==> src/rtl/data_storage_system.sv <==
`default_nettype none
// ============================================================================
// Module      : data_storage_system
// Description : Four-word (2**ADDR_W x DATA_W) addressable data store. An
//               address decoder selects one word register for writing, and
//               a registered read multiplexer returns word[addr] one clock
//               later. A read of the word being written returns the new data.
// Ports       : clk  - single clock, rising-edge active
//               rst  - asynchronous reset, active low (0 = reset)
//               wr   - write enable; writes d into word[addr]
//               d    - write data (DATA_W bits)
//               addr - word select for both write and read (ADDR_W bits)
//               q    - registered read data (DATA_W bits)
// Revision    : 1.0 - initial release
// ============================================================================
module data_storage_system #(
    parameter int DATA_W = 8,
    parameter int ADDR_W = 2
) (
    input  logic              clk,
    input  logic              rst,
    input  logic              wr,
    input  logic [DATA_W-1:0] d,
    input  logic [ADDR_W-1:0] addr,
    output logic [DATA_W-1:0] q
);

    localparam int c_DEPTH = 2 ** ADDR_W;

    // One-hot write select produced by the address decoder.
    logic [c_DEPTH-1:0] w_wr_sel;
    logic [DATA_W-1:0]  w_rd_data;
    logic [DATA_W-1:0]  r_word [c_DEPTH];
    logic [DATA_W-1:0]  r_q;

    generate
        for (genvar i = 0; i < c_DEPTH; i++) begin : g_dec
            assign w_wr_sel[i] = wr && (addr == ADDR_W'(i));
        end
    endgenerate

    // Word bank: only the decoded word loads; every other word holds.
    always_ff @(posedge clk or negedge rst) begin
        if (!rst) begin
            for (int i = 0; i < c_DEPTH; i++) begin
                r_word[i] <= '0;
            end
        end else begin
            for (int i = 0; i < c_DEPTH; i++) begin
                if (w_wr_sel[i]) begin
                    r_word[i] <= d;
                end
            end
        end
    end

    // Write-first read path: the read and write address are the same port,
    // so any write implies the read targets the word being written, and the
    // incoming data bypasses the not-yet-updated register.
    always_comb begin
        w_rd_data = r_word[addr];
        if (wr) begin
            w_rd_data = d;
        end
    end

    always_ff @(posedge clk or negedge rst) begin
        if (!rst) begin
            r_q <= '0;
        end else begin
            r_q <= w_rd_data;
        end
    end

    assign q = r_q;

endmodule
`default_nettype wire

==> config.mk <==
export PLATFORM = sky130hd
export DESIGN_NAME = data_storage_system
export DESIGN_NICKNAME = d
export VERILOG_FILES = /design/src/rtl/data_storage_system.sv
export SDC_FILE = /design/constraint.sdc
export NUM_CORES = 1
export LEC_CHECK = 0
export ABC_CLOCK_PERIOD_IN_PS = 1080
export BUFFER_PORTS_ARGS = -buffer_cell sky130_fd_sc_hd__clkbuf_2
export CORE_ASPECT_RATIO = 1.4
export CORE_MARGIN = 2
export CORE_UTILIZATION = 56
export CTS_CLUSTER_DIAMETER = 80
export DETAILED_ROUTE_END_ITERATION = 8
export GPL_TIMING_DRIVEN = 1
export MAX_ROUTING_LAYER = met4
export PLACE_DENSITY_LB_ADDON = 0.25
export SYNTH_ARGS = -nofsm -noshare
export SYNTH_HDL_FRONTEND = slang
export SYNTH_SLANG_ARGS = --single-unit
==> constraint.sdc <==
create_clock -name clk -period 1.08 [get_ports clk]
set_input_delay 0.162 -clock clk [delete_from_list [all_inputs] [get_ports clk]]
set_output_delay 0.162 -clock clk [all_outputs]
set_load 0.05 [all_outputs]
# == Word-level counts from Yosys, hierarchy flattened ==
# Index checks and enable logic that the tools add are counted.
# op_classes
order_cmp,1
eq_ne,3
muxes,4
bitwise_logic,1
reduce_logical,5
# op_table
op,n
2-to-1 mux 8 bit,3
binary-select mux 8 bit (select 2 bit),1
equality test 2 bit (second input constant),2
logical AND 1 bit,4
greater-or-equal comparator 3 bit (second input constant),1
inverter 2 -> 3 bit,1
equality test 2 x 1 -> 1 bit (second input constant),1
logical NOT 2 bit,1
# word_totals
register_bits,40
out_inout_bits,8
word_cells,19

# == Longest topological paths before layout ==
# depth
word_depth,5
depth_mapped,5
ltp_nobuf,3

# == Worst setup path before layout ==
# Ideal clock, no wire load.
# synth_timing
path_type,input port to flip-flop
from,in addr[1]
to,reg r_word[24] in the netlist's numbering
setup_time_ps,125
arrival_ps,976
path_slack_ps,-21
path_stages,3
path_buffers,1
cell_sequence,buf_6 > nor3b_4 > mux2_2
# synth_via
elab_chain_cells,2
# synth_rtl
element,line_no,text
from (decl),24,"input logic [ADDR_W-1:0] addr,"
logical NOT 2 bit,38,assign w_wr_sel[i] = wr && (addr == ADDR_W'(i));
logical AND 1 bit,38,
"to (signal, indexed assignment)",46,r_word[i] <= '0;
"to (signal, indexed assignment)",51,r_word[i] <= d;
to (decl),33,logic [DATA_W-1:0] r_word [c_DEPTH];
# Every way passes these cells.
# A chain may end at the register's enable or synchronous reset.

# == Final worst setup path ==
# layout_timing
from,reg r_q[5] (netlist: q[5])
to,out q[5]
# layout_lines
element,line_no,text
from (decl),34,logic [DATA_W-1:0] r_q;
from (signal assigned),71,r_q <= w_rd_data;
to (decl),25,output logic [DATA_W-1:0] q
# No word-level cell between the ends.

==> results_dict.tcl <==
set metrics [dict create \
    status "finished, final reports clean" \
    power.density_nw_per_um2 1875 \
    final_cell_count_no_fill 223 \
    path_class "register to output port" \
    htree_num_levels 2 \
    p_sw_mw 1.012 \
    final_area_sq_um 2061 \
    grt_max_degree 27 \
    synth_edf_count 0 \
    clk_latency_ps 290 \
    cp.required_ps 920 \
    seqPwrFrac_pct 47.7 \
    drtPass1Iterations 4 \
    drive_gt1_share_pct 37.10 \
    pin_count 21 \
    port_buffers 20 \
    worst-path-buf-inv 1 \
    irDropWorstVdd_mv 1.476 \
    ys_ff_latch 40 \
    leakagePower_nw 0.9883 \
    placementRows 23 \
    clk_path_buf_depth 2 \
    yosysUniqueCellTypes 16 \
    gr-total-overflow 0 \
    routed_wl_microns 3286 \
    ys_warn_count 0 \
    die-area_sq_um 3509 \
    cp_slowest_cell "dfrtp_1" \
    netlist_instances 150 \
    cts_tree "done" \
    slowest_delay_ps 320 \
    syn_area_sq_um 1705 \
    grt_pass1_wl_microns 5796 \
    swShare_pct 26.18 \
    final_nets 198 \
    fill_cells 217 \
    avgRoutedWirePerCell_microns 14.74 \
    syn2layout_area_growth_pct 20.84 \
    post_dp_cell_area_sq_um 1924 \
    final_hold_viol_count 0 \
    worstPathArrival_ps 890 \
    cp_top_family "flip-flops" \
    vias_per_cell 5.354 \
    path_cells "clkbuf_2" \
    syn-num-nets 163 \
    cts_made_buffers 5 \
    clockRootBuffer "clkbuf_8" \
    cts_setup_buffers 0 \
    hold_class "input port to register" \
    route.detailed.drc 0 \
    first_global_vias 1238 \
    critPathLaunchType "register" \
    period_share_pct 97.04 \
    tightest_slew_ps 414.8 \
    die_y_microns 69.30 \
    start_util_pct 59.26 \
    worst_slack_ps 31.98 \
    die-width_microns 50.64 \
    cts_sinks 40 \
    coreArea_sq_um 2878 \
    gp_congestion 0.8320 \
    crit_fanout 1 \
    drtIter0Drc 19 \
    p_comb_share_pct 18.2 \
    drv_slew 0 \
    reg2reg_slack_ps 80 \
    slew-limit-headroom_pct 72.35 \
    yosysSeqAreaShare_pct 58.69 \
    syn_avg_cell_area_sq_um 11.37 \
    via_count 1194 \
    period_minus_slack_ps 1048 \
    setup_viol 0 \
    max_cap_viol_count 0 \
    grt_usage_pct 23.46 \
    hpwl_microns 2365 \
    place_inst 214 \
    antenna_cells 0 \
    pre_cts_ws_ps -121.0 \
    finalClockSkew_ps 2.952 \
    critPathCaptureType "output port" \
    ant_nets 0 \
    power.internal_mw 2.853 \
    synth_flop_cell "dfrtp_1" \
    synthArstFlopShare_pct 100.0 \
    rsz0062_at_grt "false" \
    fmax_mhz 954.2 \
    grt_antenna_before_repair 0 \
    clk_pin_slew_worst_paths_ps 70 \
    p_clk_share_pct 34.0 \
]
[power by group through the flow]
stage	clock network [mW]	logic [mW]	registers, mW
floorplan	0	0.368	1.98
global placement	0	0.678	1.86
detailed placement	0	0.705	1.88
CTS	1.35	0.714	1.85
global route	1.41	0.783	1.87
finish	1.31	0.705	1.84
[cell families after synthesis]
family,count (synthesis),synth area share (%)
AOI/OAI and AO/OA,40,12.33
and+or+nand+nor,30,8.291
DFF,40,58.69
muxes,24,15.85
buffers and inverters,16,4.842
[cell usage in the layout (no fill, tap or decap), types with 2 or more instances in the layout]
master	count
inv_1	8
a21oi_1	8
buf_4	14
clkbuf_2	16
mux2_2	24
buf_2	4
o22ai_1	8
o21ai_0	24
clkbuf_8	7
nand2_1	24
dfrtp_1	40
nand3b_1	2
[worst paths after layout]
| kind | from | end | cells past startpoint |
|---|---|---|---|
| min in group asynchronous | rst | r_word[29] | 2 |
| worst min-delay path | d[0] | r_word[24] | 2 |
| worst min register to register | r_word[12] | r_word[12] | 2 |
| worst max register to register | r_word[26] | q[2] | 3 |
| max in group asynchronous | rst | q[3] | 3 |
| worst max-delay path | q[5] | q[5] | 1 |
[stage by stage]
step	utilization (%)	total power, mW	TNS [ps]	hold WS [ps]
4_1_cts	71.61	3.908	0	100.4
3_3_place_gp	66.87	2.539	-916.5	103.2
3_5_place_dp	66.87	2.581	-1314	107.2
5_1_grt	71.61	4.068	0	103.1
2_1_floorplan	-	2.352	-164.5	-133.6
6_report	71.61	3.864	0	112.3
[sequential cells by signal, summed over array words and instances (netlist names)]
| signal | cells |
|---|---|
| r_word | 32 |
| q | 8 |
[synth_stat cells (2+ instances only)]
cell type / number / share of area, %
a21oi_1: 8 / 2.3
o21ai_0: 24 / 7.0
mux2_2: 24 / 16
clkbuf_1: 2 / 0.44
buf_6: 2 / 1.3
dfrtp_1: 40 / 59
inv_1: 8 / 1.8
o22ai_1: 8 / 2.9
nand2_1: 24 / 5.3
nand3b_1: 2 / 0.88
buf_2: 3 / 0.88
[final cells by class]
type / instances / area (sq um) / area share (%)
timing repair buffer: 36 / 235.2 / 11.41
tap: 37 / 46.29 / 2.247
sequential: 40 / 1001 / 48.57
multi-input combinational: 94 / 621.8 / 30.18
clock inverter: 1 / 30.03 / 1.457
clock buffer: 7 / 96.34 / 4.675
inverter: 8 / 30.03 / 1.457
[per-layer routing]
layer	track usage [%]	routed length, microns	vias to the layer above
met4	12.31	95	0
met2	35.53	1634	24
met5	-	0	-
met3	6.681	117	9
li1	-	-	587
met1	28.22	1439	574
[what timing repair did]
| action | in CTS | in global routing |
|---|---|---|
| endpoints found under the setup margin | 0 | 4 |
| hold buffers | 1 | 0 |
| gates resized for setup | 0 | 4 |
| hold endpoints to repair | 14 | 0 |
Power figures use the tool's default switching activity.
